$ cat config.mk
export PLATFORM = sky130hd
export DESIGN_NAME = seq_fifo_flat
export DESIGN_NICKNAME = d
export VERILOG_FILES = /design/src/rtl/seq_fifo_if.sv /design/src/rtl/seq_fifo.sv /design/src/flat_wrapper.sv
export SDC_FILE = /design/constraint.sdc
export NUM_CORES = 1
export LEC_CHECK = 0
export BUFFER_PORTS_ARGS = -buffer_cell sky130_fd_sc_hd__buf_2
export CAP_MARGIN = 20
export CORE_MARGIN = 3
export CORE_UTILIZATION = 58
export DETAILED_ROUTE_END_ITERATION = 8
export GPL_TIMING_DRIVEN = 0
export PLACE_DENSITY = 0.79
export SLEW_MARGIN = 10
export SYNTH_ARGS = -nofsm -noshare
export SYNTH_HDL_FRONTEND = slang
export SYNTH_SLANG_ARGS = --single-unit
$ cat constraint.sdc
create_clock -name clk -period 3.08 [get_ports clk]
set_input_delay 0.616 -clock clk [delete_from_list [all_inputs] [get_ports clk]]
set_output_delay 0.616 -clock clk [all_outputs]
set_load 0.02 [all_outputs]
$ cat src/rtl/seq_fifo_if.sv
// Handshake bundle for seq_fifo: the generator push side and the consumer ready/valid pop side.
interface seq_fifo_if;
   logic [15:0] seq_in;
   logic        in_valid;
   logic        in_ready;
   logic [15:0] out_data;
   logic        out_valid;
   logic        out_ready;

   modport master (
      output seq_in, in_valid, out_ready,
      input  in_ready, out_data, out_valid
   );

   modport slave (
      input  seq_in, in_valid, out_ready,
      output in_ready, out_data, out_valid
   );
endinterface

$ cat src/rtl/seq_fifo.sv
// First-word-fall-through FIFO buffering generator words; pushes that arrive when full are dropped.
// Optional running sum of accepted words is built when SEQ_FIFO_SUM_EN is defined.
module seq_fifo #(
   parameter int DEPTH = 8,
   parameter int PTR_W = $clog2(DEPTH)
) (
   input  logic             clk,
   input  logic             reset,
   input  logic             clr,
   seq_fifo_if.slave        bus,
   output logic [PTR_W:0]   count,
   output logic             overflow,
   output logic [15:0]      sum
);

   localparam logic [PTR_W:0] FULL_CNT = (PTR_W+1)'(DEPTH);

   function automatic logic [15:0] wrap_add16(input logic [15:0] a, input logic [15:0] b);
      return a + b;
   endfunction

   logic [15:0]     mem_q [DEPTH];
   logic [PTR_W-1:0] wp_q, wp_d;
   logic [PTR_W-1:0] rp_q, rp_d;
   logic [PTR_W:0]   count_q, count_d;
   logic             overflow_q, overflow_d;

   logic full;
   logic pop;
   logic push_acc;
   logic pop_acc;

   assign full          = (count_q == FULL_CNT);
   assign bus.out_valid = (count_q != '0);
   assign bus.in_ready  = ~full;
   assign bus.out_data  = mem_q[rp_q];
   assign pop           = bus.out_valid & bus.out_ready;
   // clr masks both sides so a flush cycle never writes or advances the head.
   assign push_acc      = bus.in_valid & (~full | pop) & ~clr;
   assign pop_acc       = pop & ~clr;

   always_comb begin
      wp_d       = wp_q;
      rp_d       = rp_q;
      count_d    = count_q;
      overflow_d = overflow_q;
      if (clr) begin
         wp_d       = '0;
         rp_d       = '0;
         count_d    = '0;
         overflow_d = 1'b0;
      end else begin
         if (push_acc) wp_d = wp_q + 1'b1;
         if (pop_acc)  rp_d = rp_q + 1'b1;
         case ({push_acc, pop_acc})
            2'b10:   count_d = count_q + 1'b1;
            2'b01:   count_d = count_q - 1'b1;
            default: count_d = count_q;
         endcase
         if (bus.in_valid & full & ~pop) overflow_d = 1'b1;
      end
   end

   always_ff @(posedge clk or negedge reset) begin
      if (!reset) begin
         wp_q       <= '0;
         rp_q       <= '0;
         count_q    <= '0;
         overflow_q <= 1'b0;
      end else begin
         wp_q       <= wp_d;
         rp_q       <= rp_d;
         count_q    <= count_d;
         overflow_q <= overflow_d;
      end
   end

   // Storage is data only; it carries no reset.
   always_ff @(posedge clk) begin
      if (push_acc) mem_q[wp_q] <= bus.seq_in;
   end

   assign count    = count_q;
   assign overflow = overflow_q;

`ifdef SEQ_FIFO_SUM_EN
   logic [15:0] sum_q, sum_d;

   always_comb begin
      sum_d = sum_q;
      if (clr)           sum_d = '0;
      else if (push_acc) sum_d = wrap_add16(sum_q, bus.seq_in);
   end

   always_ff @(posedge clk or negedge reset) begin
      if (!reset) sum_q <= '0;
      else        sum_q <= sum_d;
   end

   assign sum = sum_q;
`else
   assign sum = 16'h0000;
`endif

endmodule

$ cat src/flat_wrapper.sv
// flat-port wrapper written by rule: the top's interface ports become plain ports
module seq_fifo_flat 
#(
   parameter int DEPTH = 8,
   parameter int PTR_W = $clog2(DEPTH)
)
  (clk, reset, clr, count, overflow, sum, bus_seq_in, bus_in_valid, bus_out_ready, bus_in_ready, bus_out_data, bus_out_valid);
  seq_fifo_if bus_i ();
  input  logic clk;
  input  logic reset;
  input  logic clr;
  output logic [PTR_W:0] count;
  output logic overflow;
  output logic [15:0] sum;
  input wire logic [$bits(bus_i.seq_in)-1:0] bus_seq_in;
  input wire logic [$bits(bus_i.in_valid)-1:0] bus_in_valid;
  input wire logic [$bits(bus_i.out_ready)-1:0] bus_out_ready;
  output wire logic [$bits(bus_i.in_ready)-1:0] bus_in_ready;
  output wire logic [$bits(bus_i.out_data)-1:0] bus_out_data;
  output wire logic [$bits(bus_i.out_valid)-1:0] bus_out_valid;
  assign bus_i.seq_in = bus_seq_in;
  assign bus_i.in_valid = bus_in_valid;
  assign bus_i.out_ready = bus_out_ready;
  assign bus_in_ready = bus_i.in_ready;
  assign bus_out_data = bus_i.out_data;
  assign bus_out_valid = bus_i.out_valid;
  seq_fifo #(.DEPTH(DEPTH), .PTR_W(PTR_W)) u_core (.clk(clk), .reset(reset), .clr(clr), .bus(bus_i), .count(count), .overflow(overflow), .sum(sum));
endmodule
==> metrics.md, run 1 <==
| Metric | Value |
|---|---|
| DRC errors left | `0` |
| Max Cap Viol | `0` |
| Capture point of the worst reg-to-reg path | `u_core.count[3]` |
| Number of violations reported at the end of detailed-routing iteration 0 | `224` |
| Number of hold-slack violations in the final timing report | `0` |
| Post-synth top area share | `67.8%` |
| Number of warnings printed during yosys synthesis | `0` |
| Hold depth | `1` |
| Worst setup slack for register-to-register paths | `0.49 ns` |
| EDFF count, synth | `128` |
| Max IR drop VDD | `0.429 mV` |
| Slew Limit Fails | `0` |
| Setup skew after layout | `0.00710 ns` |
| Largest net degree at the start of global routing | `17` |
| Cells taking the most area after synthesis | `sky130_fd_sc_hd__edfxtp_1, sky130_fd_sc_hd__mux4_2, sky130_fd_sc_hd__dfrtp_1` |
| Hold path endpoint | `u_core.mem_q[1][5]` |
| Startpoint types | `flop` |
| Most common cell in the synthesized netlist | `sky130_fd_sc_hd__edfxtp_1` |
| Via density per instance | `5.58` |
| Number of buffers added on ports | `42` |
| Relative slew slack | `37.9%` |
| Clock tree from TritonCTS | `built` |
| Most area-hungry cell type in the Yosys netlist | `sky130_fd_sc_hd__edfxtp_1` |
| Number of clock buffers inserted by TritonCTS | `17` |
| DRT Pass-1 Iters | `4` |
| Overall track demand over capacity in global routing | `21.3%` |
| Number of sinks driven by the clock tree | `139` |
| Main synth FF type | `sky130_fd_sc_hd__edfxtp_1` |
| Fraction of the cycle the final worst path needs | `95.9%` |
| Post-route standard cell area excluding fillers | `6900 um^2` |
| Final setup violation count | `0` |
| CTS Buffer Depth | `2` |
| Largest fanout of any net on the critical path | `10` |
| Launch instance of the worst min-delay path | `bus_seq_in[5]` |
| Average detailed-routed wire length per instance | `21.0 um` |
| Standard cell core area | `9370 um^2` |
| Total number of H-tree levels | `4` |
| Synth cell count leaders | `sky130_fd_sc_hd__edfxtp_1, sky130_fd_sc_hd__mux4_2, sky130_fd_sc_hd__nor2_1` |
| Number of instances in the synthesized netlist | `284` |
| Slew at the pin closest to its max-slew limit | `0.927 ns` |
| Post-synthesis average cell area | `19.9 um^2` |
| Required time at the worst-slack endpoint | `2.46 ns` |
| Outcome | `finished clean` |
| Critical path class | `flop to primary output` |
| Cell area after technology mapping | `5670 um^2` |
| Root Buffer Master | `sky130_fd_sc_hd__clkbuf_8` |
| Min Clock Period, post-route | `2.95 ns` |
| Routed vias | `2,839` |
| Initial standard-cell utilization of the core | `60.5%` |
| Overflow after GRT | `0` |
| Number of global-route vias before repair | `2,986` |
| Unrepaired setup endpoints after global routing | `false` |
| DPL Wire Length | `6620 um` |
| Weighted congestion at the end of routability-driven global placement | `0.790` |
| Die footprint | `11,000 um^2` |
| Clock slew at reported path FFs | `0.06 ns` |
| Post-CTS repair timing setup buffer count | `0` |
| Fraction of layout cells with a size suffix above 1 | `44.5%` |
| Final non-filler cell total | `509` |
| Synth async-reset ratio | `7.91%` |
| Overall die width | `105 um` |
| Routed wire length | `10,700 um` |
| Achievable frequency | `339 MHz` |
| Site row count | `35` |
| Count of nets left with antenna violations after detail routing | `0` |
| Signed area change from the synthesized netlist to the final layout | `21.8%` |
| Total cell area at the placement stage | `6220 um^2` |
| Data arrival time at the worst-slack endpoint | `2.34 ns` |
| Flops & latches, synth | `139` |
| Cell total after placement | `478` |
| Antenna violations before repair | `0` |
| Clock latency of the later-clocked register in the worst-skew pair | `0.51 ns` |
| Critical register-to-register path startpoint | `u_core.count[1]` |
| Power density over the cells | `810 nW/um^2` |
| N_diodes | `0` |
| First-pass GRT wire length | `17,200 um` |
| Number of top-level pins | `60` |
| Reg2Reg Depth | `8` |
| CP startpoint | `u_core.rp_q[1]` |
| Classification of the worst-slack hold path | `input port to flop` |
| Number of nets at the end of the flow | `393` |
| Crit end category | `primary output` |
| Part of the Yosys area used for sequential elements | `72.7%` |
| Die height | `105 um` |
| Unique cell type count in the Yosys netlist | `38` |
| Static power due to leakage | `2.46 nW` |
-- area by class of cell --
| cell class | count | area (um^2) |
|---|---|---|
| plain buffers | 30 | 204 |
| clock buffers | 17 | 414 |
| clock inverters | 14 | 241 |
| fillers | 564 | 2470 |
| inverters | 1 | 3.75 |
| multi-input cells | 128 | 1430 |
| flip-flops and latches | 139 | 4120 |
| well taps | 129 | 161 |
| repair buffers | 51 | 325 |
-- per-layer routing --
layer,vias up,GRT usage [%],wire length [um]
li1,1282,-,-
met1,1442,29.5,4300
met2,101,33.5,5510
met3,14,5.06,694
met4,0,8.06,193
met5,-,0,0
-- timing repair --
item                       in CTS  in global routing
hold endpoints to repair       11                  0
resized for setup               7                  3
hold buffers                    1                  0
setup endpoints to repair      16                 15
-- cells by family (layout without fill, tap and decap cells) --
group           after synthesis  count (layout)  synth area share, %
simple gates                 38              38                 3.49
buf+inv                      32             113                 3.51
mux                          51              51                 16.5
fa+ha+maj                     4               4                0.883
compound gates               11              11                 1.66
flops                       139             139                 72.7
xor+xnor                      8               8                 1.24
other cells                   1              16               0.0662
-- where the power goes --
| part | switching (W) | total, W | internal (W) |
|---|---|---|---|
| logic | 0.000593 | 0.00117 | 0.000580 |
| registers | 0.0000573 | 0.00218 | 0.00212 |
| clock network | 0.000754 | 0.00224 | 0.00148 |
| total | 0.00140 | 0.00559 | 0.00418 |
-- how the worst max path moves through the flow --
stage | cells past startpoint | endpoint
CTS | 4 | bus_out_data[13]
floorplan | 4 | u_core.mem_q[0][0]
global placement | 5 | u_core.mem_q[0][3]
global route | 5 | bus_out_data[15]
detailed placement | 6 | u_core.mem_q[0][10]
finish | 5 | bus_out_data[14]
-- registers in the layout, summed over array words and instances (netlist names) --
register,flops
u_core.overflow,1
u_core.count,4
u_core.rp_q,3
u_core.wp_q,3
u_core.mem_q,128
-- through the flow --
stage	hold WS, ns	total power (W)	setup slack, ns	setup TNS [ns]	utilization (%)
after floorplan	0.320	0.00309	0.140	0	-
after global placement	0.480	0.00335	-1.11	-44.66	65.0
after detailed placement	0.505	0.00338	0.143	0	66.4
after CTS	0.346	0.00564	0.0218	0	73.6
after global routing	0.355	0.00582	0.00340	0	73.6
final	0.367	0.00559	0.128	0	73.6
-- worst max-delay path: stages (launching register included) --
cell	delay (ns)
sky130_fd_sc_hd__dfrtp_1	0.35
sky130_fd_sc_hd__buf_1	0.29
sky130_fd_sc_hd__clkbuf_2	0.36
sky130_fd_sc_hd__mux4_2	0.37
sky130_fd_sc_hd__mux2_2	0.30
sky130_fd_sc_hd__buf_2	0.16
-- layout by cell type, fill, tap and decap left out, drive strengths merged, types with 2 or more instances in the layout --
| cell | instances |
|---|---|
| xnor2 | 3 |
| inv | 5 |
| nor2 | 17 |
| mux2i | 2 |
| buf | 75 |
| xor2 | 5 |
| bufinv | 6 |
| ha | 4 |
| nand2b | 4 |
| mux4 | 32 |
| edfxtp | 128 |
| nand3 | 2 |
| conb | 16 |
| clkbuf | 22 |
| nor3 | 3 |
| o211ai | 2 |
| mux2 | 17 |
| dfrtp | 11 |
| clkinv | 4 |
| nand2 | 3 |
| a21oi | 3 |
(Power assumes the default switching activity.)
==> run 2: changes to the inputs <==
Settings changed: CORE_UTILIZATION 58 to 60, PLACE_DENSITY 0.79 to 0.9.
Clock period 3.08 ns to 3.8 ns, I/O delays scaled along.
==> run 2 against run 1 <==
Net effect:
- critical path depth is the same
- clock power shrank 24%
- largest power group is now registers
- routed wire length grew 12%
- highest routed layer unchanged
==> metrics.md, run 2 (synthesis results as in run 1) <==
| Metric | Value |
|---|---|
| Outcome | `finished clean` |
| Overall die width | `103 um` |
| Clock slew at reported path FFs | `0.06 ns` |
| Weighted congestion at the end of routability-driven global placement | `0.801` |
| WL met2 | `6230 um` |
| First-pass GRT wire length | `17,800 um` |
| Setup skew after layout | `0.00882 ns` |
| Routed metal-1 wire length | `4470 um` |
| Top sig layer | `met4` |
| DRT Pass-1 Iters | `5` |
| Unrepaired setup endpoints after global routing | `false` |
| Die height | `103 um` |
| Count of nets left with antenna violations after detail routing | `0` |
| Power density over the cells | `652 nW/um^2` |
| Largest reg by FF count | `u_core.mem_q` |
| Slew Limit Fails | `0` |
| Total cell area at the placement stage | `6210 um^2` |
| Number of violations reported at the end of detailed-routing iteration 0 | `259` |
| Post-route standard cell area excluding fillers | `6820 um^2` |
| Max Cap Viol | `0` |
| Number of top-level pins | `60` |
| Max IR drop VDD | `0.415 mV` |
| Post-CTS repair timing setup buffer count | `0` |
| DRC errors left | `0` |
| Fraction of the cycle the final worst path needs | `93.0%` |
| Clock latency of the later-clocked register in the worst-skew pair | `0.53 ns` |
| Routed wire length | `12,000 um` |
| Achievable frequency | `283 MHz` |
| Routed vias | `3,001` |
| Root Buffer Master | `sky130_fd_sc_hd__clkbuf_8` |
| Data arrival time at the worst-slack endpoint | `2.77 ns` |
| Die footprint | `10,600 um^2` |
| Overflow after GRT | `0` |
| Wire length on met3 | `918 um` |
| Initial standard-cell utilization of the core | `63.4%` |
| Largest fanout of any net on the critical path | `10` |
| Final critical-path setup slack | `0.267 ns` |
| Number of hold-slack violations in the final timing report | `0` |
| Number of sinks driven by the clock tree | `139` |
| Total number of H-tree levels | `4` |
| Number of buffers added on ports | `42` |
| CTS Buffer Depth | `2` |
| Static power due to leakage | `2.43 nW` |
| Total power consumption of the routed design | `0.00444 W` |
| Fraction of layout cells with a size suffix above 1 | `43.5%` |
| Clock tree from TritonCTS | `built` |
| Number of nets at the end of the flow | `394` |
| Number of clock buffers inserted by TritonCTS | `17` |
| Classification of the worst-slack hold path | `input port to async pin` |
| FILL cells | `475` |
| Crit end category | `primary output` |
| Slew at the pin closest to its max-slew limit | `0.796 ns` |
| Gates resized, CTS repair | `0` |
| Post-Place Setup Slack | `0.913 ns` |
| Critical path class | `flop to primary output` |
| Signed area change from the synthesized netlist to the final layout | `20.3%` |
| Standard cell core area | `8930 um^2` |
| Relative slew slack | `46.7%` |
| Max FFs per register | `128` |
| Via density per instance | `6.12` |
| Overall track demand over capacity in global routing | `24.5%` |
| Required time at the worst-slack endpoint | `3.04 ns` |
| Startpoint types | `flop` |
| Most common library cell in the layout ignoring fill and taps | `sky130_fd_sc_hd__edfxtp_1` |
| Largest net degree at the start of global routing | `17` |
| Site row count | `34` |
| Average detailed-routed wire length per instance | `24.4 um` |
| Post-CTS Hold Fix Bufs | `0` |
| Antenna violations before repair | `0` |
| Final setup violation count | `0` |
| N_diodes | `0` |
| Min Clock Period, post-route | `3.53 ns` |
| Commonest non-fill, non-tap cells in the layout | `sky130_fd_sc_hd__edfxtp_1, sky130_fd_sc_hd__buf_2, sky130_fd_sc_hd__mux4_2` |
| Number of global-route vias before repair | `3,071` |
| DPL Wire Length | `7040 um` |
==> run 2: layout make-up <==
class	instances	area, um^2	share of cell area [%]
clock buffers	18	418	6.13
repair buffers	51	327	4.79
plain buffers	31	195	2.86
flip-flops and latches	139	4120	60.4
inverters	1	3.75	0.0551
clock inverters	14	191	2.81
multi-input cells	128	1430	21.0
well taps	108	135	1.98
==> run 2: worst paths after layout <==
| path | start | end | slack (ns) | cells past startpoint |
|---|---|---|---|---|
| max | u_core.rp_q[0] | bus_out_data[13] | 0.27 | 5 |
| min | reset | u_core.count[0] | 0.09 | 1 |
| min in group clk | bus_seq_in[3] | u_core.mem_q[0][3] | 0.49 | 1 |
| max reg2reg | u_core.count[1] | u_core.count[3] | 1.18 | 9 |
| max in group asynchronous | reset | u_core.wp_q[2] | 3.49 | 1 |
| min reg2reg | u_core.overflow | u_core.overflow | 0.52 | 2 |
==> run 2: per-stage QoR <==
| step | instances | setup TNS [ns] | util [%] | hold slack (ns) |
|---|---|---|---|---|
| 6_report | 490 | 0 | 76.3 | 0.0949 |
| 5_1_grt | 490 | 0 | 76.3 | 0.101 |
| 4_1_cts | 490 | 0 | 76.3 | 0.0866 |
| 3_5_place_dp | 458 | 0 | 69.5 | 0.502 |
| 3_3_place_gp | 449 | -7.10 | 67.9 | 0.479 |
| 2_1_floorplan | 299 | 0 | - | 0.464 |
==> run 2: worst max-delay path, stage by stage, from the launching register on <==
cell,delay [ns]
sky130_fd_sc_hd__dfrtp_1,0.36
sky130_fd_sc_hd__clkbuf_1,0.34
sky130_fd_sc_hd__buf_2,0.46
sky130_fd_sc_hd__mux4_2,0.60
sky130_fd_sc_hd__mux2_2,0.30
sky130_fd_sc_hd__buf_2,0.16
==> run 2: layer usage <==
metal | GRT usage [%] | vias to the layer above
met1 | 31.0 | 1518
met4 | 11.0 | 0
met3 | 6.84 | 29
li1 | - | 1279
met2 | 40.1 | 175
met5 | 0 | -
==> run 2: report_power, final <==
part	switching, W	internal, W
Sequential	0.0000363	0.00172
Combinational	0.000524	0.000462
Clock	0.000633	0.00107
Total	0.00119	0.00325
==> run 3: changes to the inputs <==
Settings changed: CORE_MARGIN 3 to 10, CORE_UTILIZATION 60 to 58, PLACE_DENSITY 0.9 to 0.88.
Clock period 3.8 ns to 3.27 ns, I/O delays scaled along.
==> run 3 against run 2 <==
Net effect:
- via count decreased by 2.5%
- hold slack improved by 0.30 ns
- die area increased by 33%
- routed wire length decreased by 1.5%
- register-to-register slack got worse by 0.55 ns
- critical path depth decreased by 1
- first-iteration DRC count decreased by 10%
- critical path type unchanged
- highest routed layer unchanged
==> metrics.md, run 3 (synthesis results as in run 1) <==
| Metric | Value |
|---|---|
| Overall track demand over capacity in global routing | `17.1%` |
| Die footprint | `14,100 um^2` |
| Clock network fraction of design power | `36.3%` |
| First-pass GRT wire length | `18,200 um` |
| Cell total after placement | `482` |
| Max FFs per register | `128` |
| Tightest hold margin | `0.395 ns` |
| Die height | `119 um` |
| Routed wire length | `11,800 um` |
| Most common library cell in the layout ignoring fill and taps | `sky130_fd_sc_hd__edfxtp_1` |
| Clock slew at reported path FFs | `0.06 ns` |
| Fraction of the cycle the final worst path needs | `97.3%` |
| Initial standard-cell utilization of the core | `58.8%` |
| Via density per instance | `5.69` |
| Post-CTS repair timing setup buffer count | `0` |
| Number of buffers added on ports | `42` |
| Outcome | `finished clean` |
| Largest fanout of any net on the critical path | `10` |
| Count of nets left with antenna violations after detail routing | `0` |
| Seq pwr share | `41.1%` |
| DRC errors left | `0` |
| Slew Limit Fails | `0` |
| Clock latency of the later-clocked register in the worst-skew pair | `0.52 ns` |
| CTS Buffer Depth | `2` |
| Fraction of layout cells with a size suffix above 1 | `43.6%` |
| Relative slew slack | `35.3%` |
| Combinational share of power | `22.6%` |
| Commonest non-fill, non-tap cells in the layout | `sky130_fd_sc_hd__edfxtp_1, sky130_fd_sc_hd__buf_2, sky130_fd_sc_hd__mux4_2` |
| Number of nets at the end of the flow | `393` |
| Sw Ratio | `27.3%` |
| Routed vias | `2,925` |
| Unrepaired setup endpoints after global routing | `false` |
| Number of global-route vias before repair | `3,158` |
| Signed area change from the synthesized netlist to the final layout | `20.5%` |
| Achievable frequency | `314 MHz` |
| Total power consumption of the routed design | `0.00500 W` |
| Min Clock Period, post-route | `3.18 ns` |
| Root Buffer Master | `sky130_fd_sc_hd__clkbuf_8` |
| N_diodes | `0` |
| DPL Wire Length | `7120 um` |
| Overall die width | `119 um` |
| Overflow after GRT | `0` |
| Static power due to leakage | `2.41 nW` |
| Switching component of the power | `0.00136 W` |
| Clock tree from TritonCTS | `built` |
| Classification of the worst-slack hold path | `input port to flop` |
| Critical path class | `flop to primary output` |
| Slew at the pin closest to its max-slew limit | `0.965 ns` |
| Total number of H-tree levels | `4` |
| Crit end category | `primary output` |
| Startpoint types | `flop` |
| Largest reg by FF count | `u_core.mem_q` |
| Number of clock buffers inserted by TritonCTS | `17` |
| Power density over the cells | `732 nW/um^2` |
| Number of top-level pins | `60` |
| Final non-filler cell total | `514` |
| Number of hold-slack violations in the final timing report | `0` |
| Weighted congestion at the end of routability-driven global placement | `0.752` |
| Internal portion of total power | `0.00364 W` |
| Antenna violations before repair | `1` |
| Required time at the worst-slack endpoint | `2.62 ns` |
| Post-Place Setup Slack | `0.219 ns` |
| Number of violations reported at the end of detailed-routing iteration 0 | `232` |
| Setup skew after layout | `0.00524 ns` |
| Site row count | `36` |
| Largest net degree at the start of global routing | `17` |
| DRT Pass-1 Iters | `4` |
| Average detailed-routed wire length per instance | `22.9 um` |
| Final critical-path setup slack | `0.0888 ns` |
| Number of sinks driven by the clock tree | `139` |
| Max IR drop VDD | `0.462 mV` |
| Max Cap Viol | `0` |
| Data arrival time at the worst-slack endpoint | `2.53 ns` |
| Final setup violation count | `0` |
| Standard cell core area | `9640 um^2` |
==> run 3: changes by cell type in the layout (fill, tap and decap cells not counted), moves of 3 or more <==
cell | previous run | this run
sky130_fd_sc_hd__clkbuf_2 | 0 | 3
sky130_fd_sc_hd__clkinv_2 | 4 | 1
sky130_fd_sc_hd__clkinv_4 | 1 | 4
sky130_fd_sc_hd__buf_2 | 45 | 42
==> run 3: critical path: stages (launching register included) <==
cell and delay, ns:
sky130_fd_sc_hd__dfrtp_1 0.32, sky130_fd_sc_hd__buf_1 0.42, sky130_fd_sc_hd__clkbuf_1 0.66, sky130_fd_sc_hd__mux2_2 0.44, sky130_fd_sc_hd__buf_2 0.17
==> run 3: timing repair <==
item,4_1_cts,5_1_grt
hold buffers,1,0
gates resized for setup,6,0
hold endpoints to repair,11,0
setup endpoints to repair,16,0
==> run 3: worst paths after layout <==
| path | depth (start not counted) | slack, ns | end | startpoint |
|---|---|---|---|---|
| setup reg to reg | 5 | 0.63 | u_core.mem_q[0][8] | u_core.count[0] |
| hold / removal | 1 | 0.40 | u_core.mem_q[5][9] | bus_seq_in[9] |
| setup / recovery | 4 | 0.09 | bus_out_data[14] | u_core.rp_q[2] |
| max in group asynchronous | 2 | 2.54 | u_core.rp_q[0] | reset |
| min in group asynchronous | 2 | 0.53 | u_core.wp_q[0] | reset |
| hold reg to reg | 2 | 0.50 | u_core.overflow | u_core.overflow |
==> run 3: area by class of cell <==
class                      count  area (um^2)
clock buffer                  20          425
tap                          133          166
inverter                       1         3.75
clock inverter                12          140
multi-input combinational    128         1430
sequential                   139         4120
fill                         599         2810
buffer                        30          203
timing repair buffer          51          342
==> run 3: through the flow <==
| stage | TNS (ns) | area, um^2 | utilization [%] |
|---|---|---|---|
| after floorplan | 0 | 5720 | - |
| after global placement | -28.30 | 6100 | 63.3 |
| after detailed placement | 0 | 6240 | 64.8 |
| after CTS | 0 | 6830 | 70.8 |
| after global routing | 0 | 6830 | 70.8 |
| final | 0 | 6830 | 70.8 |
==> run 3: power groups by stage <==
stage               combinational (W)  sequential [W]  clock (W)
floorplan                    0.000828         0.00208          0
global placement              0.00110         0.00207          0
detailed placement            0.00113         0.00207          0
CTS                           0.00114         0.00205    0.00183
global route                  0.00121         0.00206    0.00190
finish                        0.00113         0.00205    0.00181
==> run 3: per-layer routing <==
metal	vias to the layer above	track usage, %	routed length (um)
met4	0	5.80	159
met5	-	0	0
met1	1504	20.5	4560
met3	16	5.43	860
met2	129	28.7	6200
li1	1276	-	-
